<file path="src/rtl/bp_fe_pkg.sv">
// bp_fe_pkg
//   Shared types for the front-end memory pipe:
//     bp_fe_mem_op_e        - command opcode carried in the MSB of cmd_i
//     bp_fe_mem_pipe_resp_s - fetch response (status flags plus fetched data)
//     privilege encodings used by the page-permission check
//   The response data field is sized for the default fetch of
//   2 x 32-bit instructions. Narrower fetch widths are zero-extended into it.
package bp_fe_pkg;

  typedef enum logic {
    e_fe_op_fetch = 1'b0,
    e_fe_op_fence = 1'b1
  } bp_fe_mem_op_e;

  localparam int bp_fe_data_width_gp = 64;

  localparam logic [1:0] bp_priv_user_gp  = 2'd0;
  localparam logic [1:0] bp_priv_super_gp = 2'd1;
  localparam logic [1:0] bp_priv_mach_gp  = 2'd3;

  typedef struct packed {
    logic                           misaligned;
    logic                           access_fault;
    logic                           page_fault;
    logic                           itlb_miss;
    logic                           icache_miss;
    logic [bp_fe_data_width_gp-1:0] data;
  } bp_fe_mem_pipe_resp_s;

endpackage

</file>
<file path="src/rtl/bsg_fifo_1r1w_small.sv">
// bsg_fifo_1r1w_small
//   Small circular-buffer FIFO with one write port and one read port.
//   Ports:
//     i_clk, i_reset_n  - clock, synchronous active-low reset
//     i_v, i_data       - push request and data (ignored while full)
//     o_ready           - space available
//     o_v, o_data       - head entry valid and data (registered storage, no bypass)
//     i_yumi            - head consumed this cycle
//     o_count           - number of entries held
module bsg_fifo_1r1w_small #(
  parameter int width_p = 8,
  parameter int els_p   = 4
) (
  input  logic                       i_clk,
  input  logic                       i_reset_n,
  input  logic                       i_v,
  output logic                       o_ready,
  input  logic [width_p-1:0]         i_data,
  output logic                       o_v,
  output logic [width_p-1:0]         o_data,
  input  logic                       i_yumi,
  output logic [$clog2(els_p+1)-1:0] o_count
);

  localparam int ptr_w = (els_p > 1) ? $clog2(els_p) : 1;
  localparam int cnt_w = $clog2(els_p + 1);

  logic [width_p-1:0] r_mem [els_p];
  logic [ptr_w-1:0]   r_rptr;
  logic [ptr_w-1:0]   r_wptr;
  logic [cnt_w-1:0]   r_count;

  logic w_full;
  logic w_empty;
  logic w_push;
  logic w_pop;

  assign w_full  = (r_count == cnt_w'(els_p));
  assign w_empty = (r_count == '0);
  assign w_push  = i_v & ~w_full;
  assign w_pop   = i_yumi & ~w_empty;

  assign o_ready = ~w_full;
  assign o_v     = ~w_empty;
  assign o_data  = r_mem[r_rptr];
  assign o_count = r_count;

  function automatic logic [ptr_w-1:0] ptr_next(input logic [ptr_w-1:0] p);
    return (p == ptr_w'(els_p - 1)) ? '0 : p + 1'b1;
  endfunction

  always_ff @(posedge i_clk) begin
    if (w_push) begin
      r_mem[r_wptr] <= i_data;
    end
  end

  always_ff @(posedge i_clk) begin
    if (!i_reset_n) begin
      r_rptr  <= '0;
      r_wptr  <= '0;
      r_count <= '0;
    end else begin
      if (w_push) r_wptr <= ptr_next(r_wptr);
      if (w_pop)  r_rptr <= ptr_next(r_rptr);
      case ({w_push, w_pop})
        2'b10:   r_count <= r_count + 1'b1;
        2'b01:   r_count <= r_count - 1'b1;
        default: r_count <= r_count;
      endcase
    end
  end

endmodule

</file>
<file path="src/rtl/bp_fe_mem_pipe.sv">
// bp_fe_mem_pipe
//   Three-stage instruction fetch pipe between the front end and the
//   I-TLB / I-cache, with a credited response buffer.
//     S0  accept command, issue TLB lookup and I-cache access (combinational)
//     S1  TLB result returns; access and page permission checks
//     S2  I-cache data returns; response is pushed into the buffer
//   A fetch accepted in cycle t is pushed at t+2 and first seen on resp_o at t+3.
//   Ports:
//     clk_i, reset_n_i                    - clock, synchronous active-low reset
//     cmd_i, cmd_v_i, cmd_yumi_o          - {op, vaddr} command, valid, consumed
//     priv_i, translation_en_i, poison_i  - privilege, translation on, kill S1/S2
//     tlb_v_o, tlb_flush_o, tlb_vtag_o    - TLB lookup, flush (on fence), lookup tag
//     tlb_v_i, tlb_miss_i, tlb_entry_i    - TLB result {ptag, u, x}, one cycle later
//     icache_v_o, icache_ready_i          - I-cache issue / accept
//     icache_data_v_i, icache_data_i      - I-cache hit data, two cycles after issue
//     resp_o, resp_v_o, resp_ready_i      - response, valid/ready
//   Build option:
//     BP_FE_MEM_PIPE_ALIGN_CHECK_EN - flag fetches with vaddr[1:0] != 0 as
//     misaligned; they skip the TLB and cache but still return a response.
module bp_fe_mem_pipe
  import bp_fe_pkg::*;
#(
  parameter int                    vaddr_width_p    = 39,
  parameter int                    ptag_width_p     = 28,
  parameter int                    instr_width_p    = 32,
  parameter int                    fetch_width_p    = 2,
  parameter int                    resp_els_p       = 4,
  parameter logic [ptag_width_p-1:0] dram_base_ptag_p = 'h80000
) (
  input  logic                                    clk_i,
  input  logic                                    reset_n_i,

  input  logic [vaddr_width_p:0]                  cmd_i,
  input  logic                                    cmd_v_i,
  output logic                                    cmd_yumi_o,

  input  logic [1:0]                              priv_i,
  input  logic                                    translation_en_i,
  input  logic                                    poison_i,

  output logic                                    tlb_v_o,
  output logic                                    tlb_flush_o,
  output logic [vaddr_width_p-13:0]               tlb_vtag_o,

  input  logic                                    tlb_v_i,
  input  logic                                    tlb_miss_i,
  input  logic [ptag_width_p+1:0]                 tlb_entry_i,

  output logic                                    icache_v_o,
  input  logic                                    icache_ready_i,

  input  logic                                    icache_data_v_i,
  input  logic [fetch_width_p*instr_width_p-1:0]  icache_data_i,

  output bp_fe_mem_pipe_resp_s                    resp_o,
  output logic                                    resp_v_o,
  input  logic                                    resp_ready_i
);

  localparam int cnt_w  = $clog2(resp_els_p + 1);
  localparam int resp_w = $bits(bp_fe_mem_pipe_resp_s);

  // S0 ------------------------------------------------------------------
  bp_fe_mem_op_e              w_op;
  logic [vaddr_width_p-1:0]   w_vaddr;
  logic                       w_s0_mis;
  logic [cnt_w:0]             w_used;
  logic                       w_credit_ok;
  logic                       w_fetch_yumi;
  logic                       w_fence_yumi;
  logic [cnt_w-1:0]           w_fifo_count;

  // S1 / S2 state
  logic r_s1_v;
  logic r_s1_mis;
  logic r_s2_v;
  logic r_s2_mis;
  logic r_s2_access;
  logic r_s2_page;
  logic r_s2_itlb;

  assign w_op    = bp_fe_mem_op_e'(cmd_i[vaddr_width_p]);
  assign w_vaddr = cmd_i[vaddr_width_p-1:0];

`ifdef BP_FE_MEM_PIPE_ALIGN_CHECK_EN
  assign w_s0_mis = |w_vaddr[1:0];
`else
  assign w_s0_mis = 1'b0;
`endif

  // Everything that may still land in the buffer holds a credit, so the
  // buffer can never overflow and never sees push+pop while full.
  assign w_used = {1'b0, w_fifo_count}
                + {{cnt_w{1'b0}}, r_s1_v}
                + {{cnt_w{1'b0}}, r_s2_v};
  assign w_credit_ok = (w_used < (cnt_w+1)'(resp_els_p));

  assign w_fetch_yumi = reset_n_i & cmd_v_i & (w_op == e_fe_op_fetch)
                      & icache_ready_i & w_credit_ok;
  // A fence flushes the TLB, so it must not overtake a lookup still in S1/S2.
  assign w_fence_yumi = reset_n_i & cmd_v_i & (w_op == e_fe_op_fence)
                      & ~r_s1_v & ~r_s2_v;

  assign cmd_yumi_o  = w_fetch_yumi | w_fence_yumi;
  assign tlb_flush_o = w_fence_yumi;
  assign tlb_v_o     = w_fetch_yumi & ~w_s0_mis;
  assign icache_v_o  = w_fetch_yumi & ~w_s0_mis;
  assign tlb_vtag_o  = w_vaddr[vaddr_width_p-1:12];

  // S1 ------------------------------------------------------------------
  logic [ptag_width_p-1:0] w_s1_ptag;
  logic                    w_s1_u;
  logic                    w_s1_x;
  logic                    w_s1_xlate_ok;
  logic                    w_s1_itlb_miss;
  logic                    w_s1_access;
  logic                    w_s1_page;
  logic                    w_s1_priv_s;
  logic                    w_s1_priv_u;

  assign w_s1_ptag = tlb_entry_i[ptag_width_p+1:2];
  assign w_s1_u    = tlb_entry_i[1];
  assign w_s1_x    = tlb_entry_i[0];

  // Permission checks only mean something when a translation came back.
  assign w_s1_xlate_ok  = ~r_s1_mis & tlb_v_i & ~tlb_miss_i;
  assign w_s1_itlb_miss = ~r_s1_mis & tlb_v_i &  tlb_miss_i;

  assign w_s1_access = w_s1_xlate_ok
                     & ((w_s1_ptag < dram_base_ptag_p)
                        | (|w_s1_ptag[ptag_width_p-1 -: 4]));

  assign w_s1_priv_s = (priv_i == bp_priv_super_gp);
  assign w_s1_priv_u = (priv_i == bp_priv_user_gp);
  assign w_s1_page   = w_s1_xlate_ok & translation_en_i
                     & (~w_s1_x | (w_s1_priv_s & w_s1_u) | (w_s1_priv_u & ~w_s1_u));

  // S2 ------------------------------------------------------------------
  bp_fe_mem_pipe_resp_s w_s2_resp;
  logic                 w_s2_any;
  logic                 w_push;

  always_comb begin
    w_s2_resp              = '0;
    w_s2_resp.misaligned   = r_s2_mis;
    w_s2_resp.access_fault = r_s2_access;
    w_s2_resp.page_fault   = r_s2_page;
    w_s2_resp.itlb_miss    = r_s2_itlb;
    w_s2_resp.icache_miss  = ~icache_data_v_i;
    w_s2_any = w_s2_resp.misaligned | w_s2_resp.access_fault | w_s2_resp.page_fault
             | w_s2_resp.itlb_miss  | w_s2_resp.icache_miss;
    // Data is only handed out for a clean translated hit.
    w_s2_resp.data = w_s2_any ? '0 : bp_fe_data_width_gp'(icache_data_i);
  end

  assign w_push = r_s2_v & ~poison_i;

  always_ff @(posedge clk_i) begin
    if (!reset_n_i) begin
      r_s1_v      <= 1'b0;
      r_s1_mis    <= 1'b0;
      r_s2_v      <= 1'b0;
      r_s2_mis    <= 1'b0;
      r_s2_access <= 1'b0;
      r_s2_page   <= 1'b0;
      r_s2_itlb   <= 1'b0;
    end else begin
      // Poison kills S1/S2 but not the command accepted in the same cycle.
      r_s1_v      <= w_fetch_yumi;
      r_s1_mis    <= w_s0_mis;
      r_s2_v      <= r_s1_v & ~poison_i;
      r_s2_mis    <= r_s1_mis;
      r_s2_access <= w_s1_access;
      r_s2_page   <= w_s1_page;
      r_s2_itlb   <= w_s1_itlb_miss;
    end
  end

  // Response buffer ------------------------------------------------------
  logic              w_fifo_ready;
  logic              w_fifo_v;
  logic [resp_w-1:0] w_fifo_data;

  bsg_fifo_1r1w_small #(
    .width_p (resp_w),
    .els_p   (resp_els_p)
  ) u_resp_fifo (
    .i_clk     (clk_i),
    .i_reset_n (reset_n_i),
    .i_v       (w_push),
    .o_ready   (w_fifo_ready),
    .i_data    (w_s2_resp),
    .o_v       (w_fifo_v),
    .o_data    (w_fifo_data),
    .i_yumi    (resp_v_o & resp_ready_i),
    .o_count   (w_fifo_count)
  );

  assign resp_v_o = reset_n_i & w_fifo_v;
  assign resp_o   = w_fifo_data;

  // Page-offset bits are not needed past S0; fifo ready is implied by credits.
  logic w_unused;
  assign w_unused = ^{w_vaddr[11:0], w_fifo_ready};

endmodule

</file>
<file path="config.mk">
export PLATFORM = sky130hd
export DESIGN_NAME = bp_fe_mem_pipe
export DESIGN_NICKNAME = d
export VERILOG_FILES = /design/src/rtl/bp_fe_pkg.sv /design/src/rtl/bsg_fifo_1r1w_small.sv /design/src/rtl/bp_fe_mem_pipe.sv
export SDC_FILE = /design/constraint.sdc
export NUM_CORES = 1
export LEC_CHECK = 0
export CORE_MARGIN = 10
export CORE_UTILIZATION = 43
export CTS_CLUSTER_DIAMETER = 80
export DETAILED_ROUTE_END_ITERATION = 8
export PLACE_DENSITY = 0.74
export SYNTH_ARGS = -nofsm -noshare
export SYNTH_HDL_FRONTEND = slang
export SYNTH_SLANG_ARGS = --single-unit
</file>
<file path="constraint.sdc">
create_clock -name clk_i -period 4.9 [get_ports clk_i]
set_clock_uncertainty 0.2 [all_clocks]
set_input_delay 0.98 -clock clk_i [delete_from_list [all_inputs] [get_ports clk_i]]
set_output_delay 0.98 -clock clk_i [all_outputs]
set_load 0.05 [all_outputs]
</file>
* Word level (Yosys, flattened, before mapping)
Memory sizes are Yosys's and may differ from the RTL's. A register that Yosys moved wholly into a read port is not among the register bits.
Index checks and enable logic that the tools add are counted.
** Operators by class
- $add $sub $neg :: 6
- $lt $le $gt $ge :: 2
- Equal/unequal tests :: 6
- Mux-type cells :: 8
- Bitwise logic cells :: 37
- Reductions and logical operators :: 4
** Operators with widths (number)
- $mux 64 :: 1
- $lt 28x20->1 const B :: 1
- $and 1x1->1 :: 20
- $not 1->1 :: 10
- $mux 2 :: 4
- $or 1x1->1 :: 7
- $eq 2x2->1 const B :: 3
- $pmux 3 s2 :: 1
- $add 2x1->2 const B :: 2
- $add 3x1->4 :: 1
- $add 4x1->4 :: 1
- $eq 2x1->1 const B :: 2
- $lt 4x3->1 const B :: 1
- $reduce_or 4->1 :: 1
- $add 3x1->3 const B :: 1
- $eq 3x3->1 const B :: 1
- $logic_not 3->1 :: 1
- $sub 3x1->3 const B :: 1
- $logic_not 2->1 :: 1
- $mux 1 :: 2
- $reduce_bool 2->1 :: 1
** Word-level totals
- Register bits :: 12
- Bits in writable memories :: 272
- Input port bits :: 146
- Output and inout port bits :: 101
- Word-level logic and storage cells :: 72
- Memories :: 1
** Memory list
- u_resp_fifo.r_mem :: words 4, width 68, read ports 1, clocked after Yosys merged registers in 1, wr ports 1, line bsg_fifo_1r1w_small.sv:28 : logic [width_p-1:0] r_mem [els_p];

* Longest topological paths before layout
Gate-level depths: netlist of the first run.
- Depth in word-level cells :: 7
- Depth in mapped cells :: 9
- Gate-level depth less buffers :: 9

* Hierarchy
Synthesis of the first run repeated with hierarchy kept, for this count alone.
** Second synthesis, totals
- Cells, all modules :: 546
- Area total of the unflattened synthesis :: 11412.2 um^2
** By module, submodules not included
- bsg_fifo_1r1w_small :: times used 1, cells an instance 417, area an instance 10440.0 um^2
- bp_fe_mem_pipe :: times used 1, cells an instance 129, area an instance 972.2 um^2

* Least setup slack after synthesis of the first run
OpenSTA, ideal clock, no wires.
- Path type :: input to output
- Start point :: input cmd_v_i
- End point :: output cmd_yumi_o
- Arrival time :: 3.221 ns
- Required time :: 3.720 ns
- Slack :: 0.499 ns
- Stages on the path :: 3
- Buffers on the path :: 0
- Path through :: nand2_1 -> nor4b_1 -> or2_2
** Between the ends
- Word-level cells in the longest chain between the ends :: 5
** RTL lines
- start, declared :: line bp_fe_mem_pipe.sv:34 : input logic cmd_v_i,
- $and 1x1->1 (2 in a row) :: line bp_fe_mem_pipe.sv:101 : assign w_fence_yumi = reset_n_i & cmd_v_i & (w_op == e_fe_op_fence)
- $and 1x1->1 (2 in a row) :: line bp_fe_mem_pipe.sv:102 : & ~r_s1_v & ~r_s2_v;
- net tlb_flush_o :: line bp_fe_mem_pipe.sv:42 : output logic tlb_flush_o,
- $or 1x1->1 :: line bp_fe_mem_pipe.sv:104 : assign cmd_yumi_o = w_fetch_yumi | w_fence_yumi;
- end, declared :: line bp_fe_mem_pipe.sv:35 : output logic cmd_yumi_o,
The timed path passes the listed nets, and every way through them passes these cells.

* Final worst setup path of the first run
- Start point :: input reset_n_i
- End point :: output cmd_yumi_o
** Between the ends
- Word-level cells in the longest chain between the ends :: 5
** RTL lines
- start, declared :: line bp_fe_mem_pipe.sv:31 : input logic reset_n_i,
- $and 1x1->1 * :: line bp_fe_mem_pipe.sv:98, bp_fe_mem_pipe.sv:101
- $and 1x1->1 (on tied branches) :: line bp_fe_mem_pipe.sv:98, bp_fe_mem_pipe.sv:101
- $and 1x1->1 (on tied branches) (2 in a row) :: line bp_fe_mem_pipe.sv:99, bp_fe_mem_pipe.sv:102
- $or 1x1->1 * :: line bp_fe_mem_pipe.sv:104
Mark *: on every way between the ends. The rest lies on a longest branch, timed or not.

==> impl_metrics.ini, run 1 <==
[power]
sequentialPowerShare = 0.541
p_int_mw = 4.014
swShare = 0.1905
clkPwrFrac = 0.422
max-vdd-ir-drop_uv = 235.7
p_per_area_nw_per_um2 = 357.1
p_switching_mw = 0.9449
power.leakage_nw = 4.416
combPwrFrac = 0.037

[placement]
numPortBuffers = 160
dpl_cell_area_um2 = 12960
dp_cells = 987
routabilityCongestion = 0.7790
dp_hpwl_mm = 13.54

[sta]
finalSetupViolCount = 0
holdWs_ns = 0.2680
fin_crit_sh = 0.8571
setup_tns_ns = 0
finalCriticalPeriod_ns = 4.200
max-slew-margin-rel = 0.2659
fmax_ghz = 0.2381
slew_violations = 0
hold_viol_final = 0
rsz0062_at_grt = no
tightestPinTransition_ns = 1.101

[cells_and_area]
fill_cells = 1991
antenna_cells = 0
layout.nets = 837
finalInstanceArea_um2 = 13890
fin_util = 0.5359
fin_cells = 1039
syn_to_final_growth_pct = 23.43
drive_above_1_share = 0.1861

[flow_run]
max-cap-violations = 0

[drt]
wire_per_inst_um = 21.15
viasPerCell = 5.153
drt_first_pass_iters = 4
vias = 5354
ant_nets = 0
drc = 0
drt_iter0_markers = 337
routed_wl_mm = 21.97

[clock_tree]
tritoncts = done
cts_root_buf = clkbuf_16
insertion_delay_ns = 0.53
cts_resized = 0
cts.sinks = 286
clk_pin_slew_ns = 0.06
cts_buffers = 29
clock_path_buffers = 3
post_cts_buffers = 0
hold_buffers = 0
h-tree-depth = 1

[die]
core-area_um2 = 25910
die-area_um2 = 33030
start_util = 0.4342
io_pins = 247
rows = 59
die_w_um = 181.7
die_h_um = 181.7

[run_status]
status = finished clean

[synthesis]
synth_fa_ha_area_frac = 0.009565
synth_nets = 691
synth_xor_area_frac = 0.002336
syn_area_um2 = 11250
synth_cells = 537
yosys_warnings = 0
synth_compound_area_frac = 0.01012
seq_area_frac_synth = 0.7510
synth_top_family_by_area = multiplexers
synth_seq_cells = 286
synth.area.mux_share = 0.1379
netlist-cell-type-count = 37
avgSynthCellArea_um2 = 20.95
yosys.area_share.simple = 0.05127

[worst_hold_path]
hold_path_class = reg2reg

[worst_setup_path]
crit_chain = clkdlybuf4s50_1 -> nand2_1 -> a2111oi_2 -> or2_2 -> clkdlybuf4s50_1
critPathMaxStageDelay_ns = 0.80
critPathRequiredTime_ns = 3.72
path_common_cell = clkdlybuf4s50_1
critPathArrivalTime_ns = 3.02
cp-start-kind = input port
r2r_slack_ns = 2.29
crit_type = in2out
cp_max_fo = 3
critPathCaptureType = primary output
worst_path_max_delay_cell = clkdlybuf4s50_1

[global_routing]
grt_max_degree = 69
overflow = 0
antenna_found_initial = 1
grt_pass1_wl_mm = 34.04
track_usage = 0.1296
grt_pass1_vias = 6098
placed cells by master, fill, tap and decap left out, types with 7 or more instances in the layout:
cell type and n:
mux4_2 68, clkbuf_16 29, nand2_1 11, dfxtp_1 12, clkdlybuf4s50_1 160, ha_1 7, and2_1 67, inv_1 8
clkinv_2 7, edfxtp_1 272
path summary, 6_finish.rpt:
check / start / end / cells after the start
worst max-delay path: reset_n_i / cmd_yumi_o / 5
worst min-delay path: r_s1_v / r_s2_v / 2
worst max register to register: u_resp_fifo.o_count[0] / u_resp_fifo.r_mem[0][32] / 3
worst min register to register: r_s1_v / r_s2_v / 2
critical path, delay by kind of cell:
family | cells | cell delay, ns
buf+inv | 2 | 1.32
compound gates | 1 | 0.43
simple gates | 2 | 0.29
per-layer routing:
layer	share of wire	global-route usage
met5	0.00059	0
met1	0.40	0.1556
met4	0.027	0.04816
met2	0.50	0.2214
met3	0.067	0.03221
state kept, by name (all words and copies together), names as in the netlist, named ones only:
name,count
r_s2_page,1
r_s2_v,1
u_resp_fifo.r_rptr,2
u_resp_fifo.r_wptr,2
u_resp_fifo.o_count,3
r_s2_access,1
u_resp_fifo.r_mem,272
r_s2_itlb,1
r_s1_v,1
kinds of logic (layout without fill, tap and decap cells):
family / Yosys count / after routing
flops: 286 / 286
mux: 70 / 70
buf+inv: 61 / 228
simple gates: 95 / 95
xor+xnor: 3 / 3
compound gates: 13 / 13
other cells: 1 / 1
fa+ha+maj: 8 / 8
stage by stage:
step                worst slack (ns)  power (mW)
CTS                           0.6552       5.017
detailed placement            0.6551       2.921
global route                  0.6041       5.131
global placement              0.6985       2.912
finish                        0.7001       4.959
floorplan                     0.4987       2.878
Yosys cell counts, drive strengths merged:
| library cell | instances | share of area |
|---|---|---|
| edfxtp | 272 | 0.73 |
| and2 | 71 | 0.039 |
| mux4 | 68 | 0.14 |
| buf | 41 | 0.030 |
| dfxtp | 14 | 0.025 |
| clkbuf | 11 | 0.0043 |
| nand2 | 11 | 0.0037 |
| inv | 9 | 0.0030 |
| ha | 7 | 0.0078 |
| o21ai | 6 | 0.0027 |
| nor2 | 3 | 0.0010 |
| a2111oi | 2 | 0.0021 |
| and3 | 2 | 0.0011 |
| mux2i | 2 | 0.0018 |
| nor4 | 2 | 0.0024 |
| xor2 | 2 | 0.0016 |
| a21boi | 1 | 0.00067 |
| a21o | 1 | 0.00067 |
| a311oi | 1 | 0.0023 |
| conb | 1 | 0.00033 |
| fa | 1 | 0.0018 |
| nand2b | 1 | 0.00056 |
| nand3 | 1 | 0.00044 |
| nor4b | 1 | 0.00078 |
| o311a | 1 | 0.00089 |
| o31a | 1 | 0.00078 |
| or2 | 1 | 0.00056 |
| or3 | 1 | 0.00056 |
| or4 | 1 | 0.00067 |
| xnor2 | 1 | 0.00078 |
power groups by stage:
stage               combinational, mW  clock, mW  sequential (mW)
floorplan                       0.144          0             2.73
finish                          0.185       2.09             2.68
CTS                             0.188       2.15             2.68
global route                    0.200       2.25             2.68
detailed placement              0.186          0             2.73
global placement                0.178          0             2.73
area by class of cell:
type	instances	area [µm²]	area share
multi-input combinational	190	2390	0.1721
timing repair buffer	167	1667	0.1200
inverter	9	33.78	0.002433
clock inverter	14	131.4	0.009461
clock buffer	38	789.5	0.05686
tap	335	419.2	0.03019
sequential	286	8456	0.6089
(Power assumes the default switching activity.)
==> run 2: changes to the inputs <==
--- a/config.mk
+++ b/config.mk
@@ -5,11 +5,13 @@
 export SDC_FILE = /design/constraint.sdc
 export NUM_CORES = 1
 export LEC_CHECK = 0
+export CELL_PAD_IN_SITES_DETAIL_PLACEMENT = 1
+export CELL_PAD_IN_SITES_GLOBAL_PLACEMENT = 1
 export CORE_MARGIN = 10
 export CORE_UTILIZATION = 43
 export CTS_CLUSTER_DIAMETER = 80
 export DETAILED_ROUTE_END_ITERATION = 8
-export PLACE_DENSITY = 0.74
+export PLACE_DENSITY = 0.84
 export SYNTH_ARGS = -nofsm -noshare
 export SYNTH_HDL_FRONTEND = slang
 export SYNTH_SLANG_ARGS = --single-unit
==> run 2 against run 1 <==
Count of clock-buffer cells in the layout fell by 5. Final cell count fell by 0.48%. Clock power fell by 3%. Sequential power about the same. Non-clock buffer count is 3 lower. Routed wire length up 11%. Die area unchanged. Via count up 1.8%. First-iteration DRC count down 18%. Critical path type unchanged. Largest power group unchanged.
==> impl_metrics.ini, run 2 (synthesis gave the netlist of run 1 again) <==
[sta]
max-slew-margin-rel = 0.2625
finalCriticalPeriod_ns = 4.169
setup_tns_ns = 0
hold_viol_final = 0
fmax_ghz = 0.2399
slew_violations = 0
tightestPinTransition_ns = 1.098
holdWs_ns = 0.3251
rsz0062_at_grt = no
fin_crit_sh = 0.8509
finalSetupViolCount = 0

[clock_tree]
cts_buffers = 29
clock_path_buffers = 3
tritoncts = done
post_cts_buffers = 0
h-tree-depth = 1
cts_resized = 0
hold_buffers = 0
cts.sinks = 286
clk_pin_slew_ns = 0.06
insertion_delay_ns = 0.53
cts_root_buf = clkbuf_16

[worst_hold_path]
hold_path_class = reg2reg
holdCritStartpoint = u_resp_fifo.r_rptr[1]
hold_path_depth = 2

[placement]
dp_hpwl_mm = 14.83
dpl_cell_area_um2 = 12950
dp_cells = 984
routabilityCongestion = 0.7603
numPortBuffers = 160

[run_status]
status = finished clean

[worst_setup_path]
critPathCaptureType = primary output
crit_type = in2out
rr_worst_depth = 3
cp-start-kind = input port
timing.rr.start = u_resp_fifo.o_count[1]
r2r_end = u_resp_fifo.r_mem[0][56]
crit_chain = clkdlybuf4s50_1 -> nand2_1 -> a2111oi_2 -> clkdlybuf4s50_1
critPathArrivalTime_ns = 2.99
r2r_slack_ns = 2.21
cp_max_fo = 3
worst_path_max_delay_cell = clkdlybuf4s50_1
critPathRequiredTime_ns = 3.72
path_common_cell = clkdlybuf4s50_1
critPathMaxStageDelay_ns = 0.90

[drt]
viasPerCell = 5.274
drt_first_pass_iters = 7
vias = 5453
wire_per_inst_um = 23.61
drt_iter0_markers = 277
drc = 0
ant_nets = 0
routed_wl_mm = 24.41

[cells_and_area]
layout.nets = 834
layout_commonest_cell = edfxtp_1
finalInstanceArea_um2 = 13820
layout_common_cells = edfxtp_1, clkdlybuf4s50_1, mux4_2
largest_reg_flops = 272
fin_cells = 1034
syn_to_final_growth_pct = 22.88
drive_above_1_share = 0.1719
registers.top_by_ff_count = u_resp_fifo.r_mem

[die]
io_pins = 247
start_util = 0.4342
die_h_um = 181.7
die_w_um = 181.7
core-area_um2 = 25910
die-area_um2 = 33030
rows = 59

[global_routing]
overflow = 0
grt_pass1_wl_mm = 37.20
grt_max_degree = 69
grt_pass1_vias = 6414
antenna_found_initial = 3
track_usage = 0.1430

[flow_run]
max-cap-violations = 0

[power]
power_mw = 4.897
max-vdd-ir-drop_uv = 204.1
power.leakage_nw = 4.371
p_per_area_nw_per_um2 = 354.2
==> run 2: cell types whose count changed in the layout (fill, tap and decap cells not counted) <==
cell and change:
clkinv_1 +8, clkinv_2 -5, buf_4 -3, clkbuf_8 -3, clkbuf_1 -2, buf_12 +1
clkdlybuf4s50_1 -1, diode_2 +1, inv_6 -1
==> run 2: layout make-up <==
class / count / area (µm²)
sequential: 286 / 8456
clock buffer: 33 / 740.7
clock inverter: 16 / 127.6
multi-input combinational: 190 / 2390
inverter: 9 / 33.78
fill: 2304 / 12090
tap: 335 / 419.2
timing repair buffer: 164 / 1654
antenna: 1 / 2.502
==> run 2: how the worst max path moves through the flow <==
stage,from,endpoint,slack (ns),cells past startpoint
2_1_floorplan,cmd_v_i,cmd_yumi_o,0.50,3
3_3_place_gp,reset_n_i,icache_v_o,0.81,4
3_5_place_dp,reset_n_i,icache_v_o,0.73,4
4_1_cts,flop,resp_o[8],0.63,3
5_1_grt,flop,resp_o[8],0.57,3
6_report,reset_n_i,tlb_v_o,0.73,4
==> run 2: metal layers <==
metal	global-route usage	routed length [µm]	up-vias
li1	-	-	2390
met1	0.1631	9301	2823
met2	0.2597	12920	184
met3	0.03817	1745	54
met4	0.03580	425	2
met5	0	13	-
==> run 2: worst max-delay path: cells and delay by family <==
| kind | cells | cell delay (ns) |
|---|---|---|
| AOI/OAI and AO/OA | 1 | 0.50 |
| buffers and inverters | 2 | 1.39 |
| and+or+nand+nor | 1 | 0.11 |
==> run 2: where the power goes <==
part           switching, mW  internal (mW)  leakage, nW
Clock                  0.849           1.18        0.417
Sequential           0.00351           2.68         2.60
Combinational         0.0912         0.0981         1.36
==> run 2: stage by stage <==
step	util	setup WS (ns)
after floorplan	-	0.4987
after global placement	0.4999	0.8070
after detailed placement	0.4999	0.7347
after CTS	0.5334	0.6343
after global routing	0.5334	0.5717
final	0.5335	0.7308
==> run 3: changes to the inputs <==
--- a/config.mk
+++ b/config.mk
@@ -7,8 +7,8 @@
 export LEC_CHECK = 0
 export CELL_PAD_IN_SITES_DETAIL_PLACEMENT = 1
 export CELL_PAD_IN_SITES_GLOBAL_PLACEMENT = 1
-export CORE_MARGIN = 10
 export CORE_UTILIZATION = 43
+export CTS_BUF_LIST = sky130_fd_sc_hd__clkbuf_4 sky130_fd_sc_hd__clkbuf_8
 export CTS_CLUSTER_DIAMETER = 80
 export DETAILED_ROUTE_END_ITERATION = 8
 export PLACE_DENSITY = 0.84
==> run 3 against run 2 <==
Sequential share of layout area hardly changed. Fmax down 2.7%. Die area decreased by 19%. Hold slack worse by 0.030 ns. Critical path depth up 1. Global-route usage is 3.2 points higher. Worst setup slack worse by 0.12 ns. Combinational power barely moved.
==> impl_metrics.ini, run 3 (synthesis gave the netlist of run 1 again) <==
[placement]
routabilityCongestion = 0.7210
numPortBuffers = 160
pre_cts_ws_ns = 0.6178
dpl_cell_area_um2 = 12940
dp_hpwl_mm = 13.55

[drt]
ant_nets = 0
drt_iter0_markers = 264
wire_per_inst_um = 21.49
viasPerCell = 5.188
vias = 5536
drc = 0
routed_wl_mm = 22.93
drt_first_pass_iters = 4

[clock_tree]
hold_buffers = 0
cts_buffers = 47
clk_pin_slew_ns = 0.06
post_cts_buffers = 0
cts.sinks = 286
insertion_delay_ns = 0.54
clock_path_buffers = 3
cts_resized = 0
tritoncts = done
h-tree-depth = 2
cts_root_buf = clkbuf_8

[power]
combPwrFrac = 0.039
sequentialPowerShare = 0.562
max-vdd-ir-drop_uv = 170.9
swShare = 0.2062
p_per_area_nw_per_um2 = 345.6
p_int_mw = 3.790
p_switching_mw = 0.9848
power.leakage_nw = 4.418
clkPwrFrac = 0.398

[run_status]
status = finished clean

[cells_and_area]
registers.top_by_ff_count = u_resp_fifo.r_mem
drive_above_1_share = 0.2122
finalInstanceArea_um2 = 13820
syn_to_final_growth_pct = 22.82
layout.nets = 853
largest_reg_flops = 272
layout_common_cells = edfxtp_1, clkdlybuf4s50_1, mux4_2
layout_commonest_cell = edfxtp_1

[worst_setup_path]
critPathArrivalTime_ns = 3.10
crit_chain = clkdlybuf4s50_1 -> nand2_1 -> a2111oi_2 -> or2_2 -> clkdlybuf4s50_1
cp_num_buf_inv = 2
path_common_cell = clkdlybuf4s50_1
critPathRequiredTime_ns = 3.72
r2r_slack_ns = 2.22
r2r_end = u_resp_fifo.r_mem[2][28]
cp_max_fo = 3
crit_type = in2out
crit_family = buffers and inverters
critPathMaxStageDelay_ns = 0.80
crit_path_start = reset_n_i
worst_path_max_delay_cell = clkdlybuf4s50_1
critPathCaptureType = primary output
timing.rr.start = u_resp_fifo.o_count[0]
rr_worst_depth = 3
cp-start-kind = input port

[sta]
hold_viol_final = 0
setup_tns_ns = 0
fin_crit_sh = 0.8745
finalSetupViolCount = 0
finalCriticalPeriod_ns = 4.285
fmax_ghz = 0.2334
final.setup.worst_slack_ns = 0.6151
slew_violations = 0
tightestPinTransition_ns = 1.115
rsz0062_at_grt = no
max-slew-margin-rel = 0.2569

[die]
die_h_um = 163.7
core-area_um2 = 25400
die-area_um2 = 26810
rows = 58
die_w_um = 163.7
start_util = 0.4429
io_pins = 247

[worst_hold_path]
hold_path_class = reg2reg
hold_path_depth = 2
holdCritStartpoint = r_s1_v
min_to = r_s2_v

[global_routing]
grt_pass1_wl_mm = 34.97
track_usage = 0.1753
grt_max_degree = 69
overflow = 0
antenna_found_initial = 2
grt_pass1_vias = 6400

[flow_run]
max-cap-violations = 0
## run 3: changes by cell type in the layout (fill, tap and decap cells not counted), sizes merged
cell,change
bufinv,-2
clkbuf,+28
clkdlybuf4s50,+1
clkinv,+10
clkinvlp,-1
diode,+1
inv,+1
## run 3: tightest hold or removal path, stage by stage (launching register included)
cell	delay, ns
dfxtp_1	0.34
nand2_1	0.08
nor2_1	0.04
## run 3: stage by stage
stage	power, mW	utilization	hold slack, ns	instances
after floorplan	2.878	-	0.2326	537
after global placement	2.913	0.5096	0.2428	980
after detailed placement	2.926	0.5096	0.2725	980
after CTS	4.835	0.5438	0.2855	1065
after global routing	4.929	0.5438	0.3090	1065
final	4.775	0.5440	0.2952	1067
## run 3: power groups by stage
stage | logic, mW | clock network, mW | registers [mW]
2_1_floorplan | 0.144 | 0 | 2.73
3_3_place_gp | 0.178 | 0 | 2.73
3_5_place_dp | 0.191 | 0 | 2.74
4_1_cts | 0.192 | 1.96 | 2.68
5_1_grt | 0.203 | 2.04 | 2.68
6_report | 0.189 | 1.90 | 2.68
## run 3: layer usage
metal	vias up	GRT usage	share of wire
met3	72	0.04116	0.056
met5	-	0	0
met2	200	0.3136	0.52
met1	2827	0.1998	0.39
met4	0	0.07660	0.032
li1	2437	-	-
## run 3: how the worst max path moves through the flow
stage                            end  slack [ns]  cells after the start
after floorplan           cmd_yumi_o        0.50                      3
after global placement    cmd_yumi_o        0.73                      5
after detailed placement  cmd_yumi_o        0.62                      5
after CTS                  resp_o[1]        0.58                      3
after global routing      resp_o[64]        0.53                      3
final                     cmd_yumi_o        0.62                      5
## run 3: layout make-up
class	instances	area, µm²
multi-input cells	190	2390
clock inverters	24	110.1
fillers	2298	11580
repair buffers	165	1652
clock buffers	61	758.2
diodes	2	5.005
well taps	330	412.9
inverters	9	33.78
flip-flops and latches	286	8456
